===== src/rtl/param_sync_fifo.sv =====
// Single-clock FIFO with occupancy count, almost-full/empty thresholds, sticky
// overflow/underflow flags and an optional first-word-fall-through read port.
module param_sync_fifo #(
    parameter int DATA_WIDTH = 8,
    parameter int DEPTH      = 16,
    parameter int AF_THRESH  = DEPTH - 2,
    parameter int AE_THRESH  = 2,
    parameter int FWFT       = 0
) (
    input  logic                       clk,
    input  logic                       rst,
    input  logic                       we_enb,
    input  logic                       re_enb,
    input  logic [DATA_WIDTH-1:0]      data_in,
    input  logic                       clr_err,
    output logic [DATA_WIDTH-1:0]      data_out,
    output logic                       full,
    output logic                       empty,
    output logic                       almost_full,
    output logic                       almost_empty,
    output logic [$clog2(DEPTH):0]     count,
    output logic                       overflow,
    output logic                       underflow
);

    localparam int PW = $clog2(DEPTH);
    localparam int CW = PW + 1;

    localparam logic [CW-1:0] FULL_CNT = CW'(DEPTH);
    localparam logic [CW-1:0] AF_CNT   = CW'(AF_THRESH);
    localparam logic [CW-1:0] AE_CNT   = CW'(AE_THRESH);

    logic [DATA_WIDTH-1:0] mem [DEPTH];
    logic [PW-1:0]         wr_ptr;
    logic [PW-1:0]         rd_ptr;
    logic                  wr_acc;
    logic                  rd_acc;

    // Status is decoded from the count register only, so flags never see we/re combinationally.
    assign full         = (count == FULL_CNT);
    assign empty        = (count == '0);
    assign almost_full  = (count >= AF_CNT);
    assign almost_empty = (count <= AE_CNT);

    // A write into a full FIFO is still accepted when a read frees the head slot on the same edge.
    assign rd_acc = re_enb & ~empty;
    assign wr_acc = we_enb & (~full | rd_acc);

    always_ff @(posedge clk) begin
        if (!rst && wr_acc)
            mem[wr_ptr] <= data_in;
    end

    always_ff @(posedge clk) begin
        if (rst) begin
            wr_ptr    <= '0;
            rd_ptr    <= '0;
            count     <= '0;
            overflow  <= 1'b0;
            underflow <= 1'b0;
        end else begin
            if (wr_acc)
                wr_ptr <= wr_ptr + PW'(1);
            if (rd_acc)
                rd_ptr <= rd_ptr + PW'(1);
            count <= count + CW'(wr_acc) - CW'(rd_acc);

            // New error events win over a coincident clear.
            if (we_enb && full && !rd_acc)
                overflow <= 1'b1;
            else if (clr_err)
                overflow <= 1'b0;

            if (re_enb && empty)
                underflow <= 1'b1;
            else if (clr_err)
                underflow <= 1'b0;
        end
    end

    generate
        if (FWFT != 0) begin : g_fwft
            // Head word shown directly; forced to zero while empty so reset reads back 0.
            assign data_out = empty ? '0 : mem[rd_ptr];
        end else begin : g_reg
            logic [DATA_WIDTH-1:0] dout_q;

            always_ff @(posedge clk) begin
                if (rst)
                    dout_q <= '0;
                else if (rd_acc)
                    dout_q <= mem[rd_ptr];
            end

            assign data_out = dout_q;
        end
    endgenerate

endmodule

===== config.mk =====
export PLATFORM = sky130hd
export DESIGN_NAME = param_sync_fifo
export DESIGN_NICKNAME = d
export VERILOG_FILES = /design/src/rtl/param_sync_fifo.sv
export SDC_FILE = /design/constraint.sdc
export NUM_CORES = 1
export LEC_CHECK = 0
export ABC_AREA = 1
export BUFFER_PORTS_ARGS = -buffer_cell sky130_fd_sc_hd__buf_2
export CAP_MARGIN = 20
export CORE_MARGIN = 2
export CORE_UTILIZATION = 35
export CTS_CLUSTER_SIZE = 12
export DETAILED_ROUTE_END_ITERATION = 7
export PLACE_DENSITY = 0.48
export SKIP_CTS_REPAIR_TIMING = 1
export SYNTH_ARGS = -nofsm -noshare
export SYNTH_HDL_FRONTEND = slang
export SYNTH_SLANG_ARGS = --single-unit
export TNS_END_PERCENT = 5

===== constraint.sdc =====
create_clock -name clk -period 6.8 [get_ports clk]
set_clock_uncertainty 0.05 [all_clocks]
set_input_delay 1.02 -clock clk [delete_from_list [all_inputs] [get_ports clk]]
set_output_delay 1.02 -clock clk [all_outputs]
set_load 0.005 [all_outputs]

==> reports/metrics.yaml <==
clock_tree:
  cts_tree: "done"
  clock_tree.root_cell: "sky130_fd_sc_hd__clkbuf_16"
  clock_insertion_delay_worst_skew_ns: 0.42
  worst_setup_hold_path_clk_slew_ns: 0.06
  cts_inserted_buffers: 17
  cts_buffer_depth: 2
  htree_num_levels: 4
  clock_sink_count: 151
die:
  floorplan.die_area_um2: 20200
  chipHeight_um: 142
  initial_core_util_pct: 35.7
  floorplan.die.width_um: 142
  io-pin-count: 32
  coreArea_um2: 18700
  std_cell_rows: 50
critical_path:
  data_arrival_time_of_the_critical_path_ns: 3.02
  crit_path_category: "register to register"
  critical_path_required_ns: 7.11
  r2r-end: "count[4]"
  critical_path.endpoint_type: "register"
  r2r_start: "count[2]"
  worst-r2r-cell-count: 13
  cp-start-kind: "register"
  crit_path_max_fanout: 8
  r2r_setup_slack_ns: 4.09
power:
  p_leak_nw: 3.26
  power_density_over_the_cells_nw_per_um2: 355
  max-vdd-ir-drop_mv: 0.171
timing:
  timing.final.setup_violations: 0
  max_clock_freq_mhz: 369
  final-hold-violation-count: 0
  timing.final.max_slew_violations: 0
  post_layout_worst_setup_margin_ns: 4.09
  final_min_period_over_clock_period_pct: 39.9
  setup_total_negative_slack_ns: 0
  setup_repair_after_global_routing_missed_its_margin: "false"
  final_period_minus_worst_setup_slack_ns: 2.71
  worstMarginPinSlew_ns: 1.03
  slew_headroom_pct: 30.7
synth:
  syn-instance-count: 681
  synthesis.nets: 710
  yosysWarningCount: 0
  biggest_area_consumer_among_synthesized_cells: "sky130_fd_sc_hd__edfxtp_1"
  synth.cells.most_frequent: "218 x sky130_fd_sc_hd__nand2_1, 128 x sky130_fd_sc_hd__edfxtp_1, 94 x sky130_fd_sc_hd__inv_1"
  ys_dominant_reg_cell: "sky130_fd_sc_hd__edfxtp_1"
  synth_top_area_share_pct: 57.5
  synth.most_common_cell: "sky130_fd_sc_hd__nand2_1"
  yosys_register_bits: 151
  yosysSeqAreaShare_pct: 64.4
  postSynth.asyncResetShare_pct: 0
  synth.cell_area_um2: 6690
  synth_area_per_cell_um2: 9.82
  synth_enable_flop_cells: 128
  synth.area.top_cells: "sky130_fd_sc_hd__edfxtp_1 57%, sky130_fd_sc_hd__nand2_1 12%, sky130_fd_sc_hd__nand3_1 7.0%"
  synthDistinctLibCells: 24
routing:
  routed_via_density: 4.84
  detailroute.via_count: 4634
  drtIter0Drc: 366
  drt_wl_total_um: 16900
  ant_nets: 0
  detail_route.first_pass.iterations: 5
  remaining_drc_errors: 0
  routed_wire_length_per_instance_um: 17.6
final_layout:
  layout_area_growth_over_synthesis_pct: 15.0
  num-nets-final: 740
  drive_above_1_share_pct: 10.8
  antenna-diode-count: 0
  final_core_utilization_pct: 41.1
placed_design:
  placed_wire_length_estimate_um: 10800
  buffer_ports.inserted: 31
  dp_worst_setup_slack_ns: 3.71
  finalWeightedCongestion: 0.860
worst_hold_path:
  worstHoldEndpoint: "underflow"
  hold_path.startpoint: "underflow"
  worst_hold_path_type: "register to register"
  whs_path_depth: 2
global_route:
  grt_max_degree: 68
  grt_overflow_total: 0
  grt_total_usage_pct: 17.9
  via_count_of_the_first_global_routing_pass: 4627
  first_pass_grt_wire_length_um: 26300
  antenna_found_initial: 0
status:
  outcome: "completed"
job:
  cap_viol_max_count: 0
## placed cells by master (no fill, tap or decap), drive strengths merged
| master | instances |
|---|---|
| bufinv | 4 |
| buf | 37 |
| inv | 101 |
| clkinvlp | 6 |
| edfxtp | 128 |
| fa | 1 |
| nand3 | 93 |
| nand2 | 220 |
| nand4 | 1 |
| o21a | 1 |
| o21ai | 9 |
| dfxtp | 23 |
| xor2 | 2 |
| a21oi | 15 |
| o31ai | 1 |
| clkbuf | 19 |
| nor3 | 8 |
| clkinv | 5 |
| ha | 15 |
| nor2 | 34 |
| a32oi | 1 |
## logic make-up (layout without fill, tap and decap cells)
kind of cell / after synthesis / in the layout / share of synthesized area, %
and+or+nand+nor: 356 / 356 / 22.0
DFF: 151 / 151 / 64.4
buffers and inverters: 129 / 172 / 8.10
AOI/OAI and AO/OA: 27 / 27 / 2.15
adders and majority gates: 16 / 16 / 3.11
xor gates and xnor gates: 2 / 2 / 0.262
## state kept, by name (all words and copies together) (netlist names)
signal,cells
count,5
data_out,8
mem,128
overflow,1
rd_ptr,4
underflow,1
wr_ptr,4
## worst max-delay path, stage by stage, from the launching register on
cell	delay, ns
sky130_fd_sc_hd__dfxtp_1	0.41
sky130_fd_sc_hd__inv_1	0.11
sky130_fd_sc_hd__ha_1	0.24
sky130_fd_sc_hd__nand4_1	0.15
sky130_fd_sc_hd__nand2_2	0.13
sky130_fd_sc_hd__nor2_1	0.21
sky130_fd_sc_hd__inv_1	0.09
sky130_fd_sc_hd__nand2_1	0.07
sky130_fd_sc_hd__ha_1	0.16
sky130_fd_sc_hd__inv_1	0.06
sky130_fd_sc_hd__fa_1	0.42
sky130_fd_sc_hd__o31ai_1	0.32
sky130_fd_sc_hd__o21ai_0	0.12
sky130_fd_sc_hd__a21oi_1	0.11
## report_power, final
part	switching (mW)	total [mW]	internal (mW)
combinational	0.445	0.654	0.209
clock	0.374	0.989	0.615
sequential	0.0348	1.09	1.05
total	0.854	2.73	1.87
## per-layer routing
metal	share of wire (%)	vias to the layer above	track usage [%]
met5	0	-	0
met4	2.8	0	8.11
met3	5.5	30	3.70
met2	47	127	28.7
met1	45	2212	23.5
li1	-	2265	-
## how the worst max path moves through the flow
stage | cells past startpoint | slack (ns) | from | endpoint
floorplan | 10 | 4.23 | re_enb | count[4]
global route | 13 | 3.75 | count[2] | count[4]
finish | 13 | 4.09 | count[2] | count[4]
global placement | 7 | 3.81 | re_enb | mem[11][1]
detailed placement | 7 | 3.71 | re_enb | mem[11][6]
CTS | 9 | 3.99 | count[2] | mem[11][5]
## metrics by stage
step | instances | area [um2] | hold slack (ns) | power, mW
2_1_floorplan | 681 | 6690 | 0.410 | 1.53
3_3_place_gp | 920 | 6990 | 0.402 | 1.74
3_5_place_dp | 920 | 6990 | 0.400 | 1.74
4_1_cts | 952 | 7610 | 0.410 | 2.74
5_1_grt | 958 | 7690 | 0.459 | 2.88
6_report | 958 | 7690 | 0.415 | 2.73
## area by class of cell
| class | count | area, um2 |
|---|---|---|
| clock inverter | 15 | 203 |
| fill | 1836 | 11000 |
| clock buffer | 17 | 425 |
| multi-input combinational | 401 | 1840 |
| tap | 234 | 293 |
| inverter | 101 | 379 |
| sequential | 151 | 4310 |
| timing repair buffer | 39 | 243 |
Note: power is estimated with default switching activity, not from simulation.
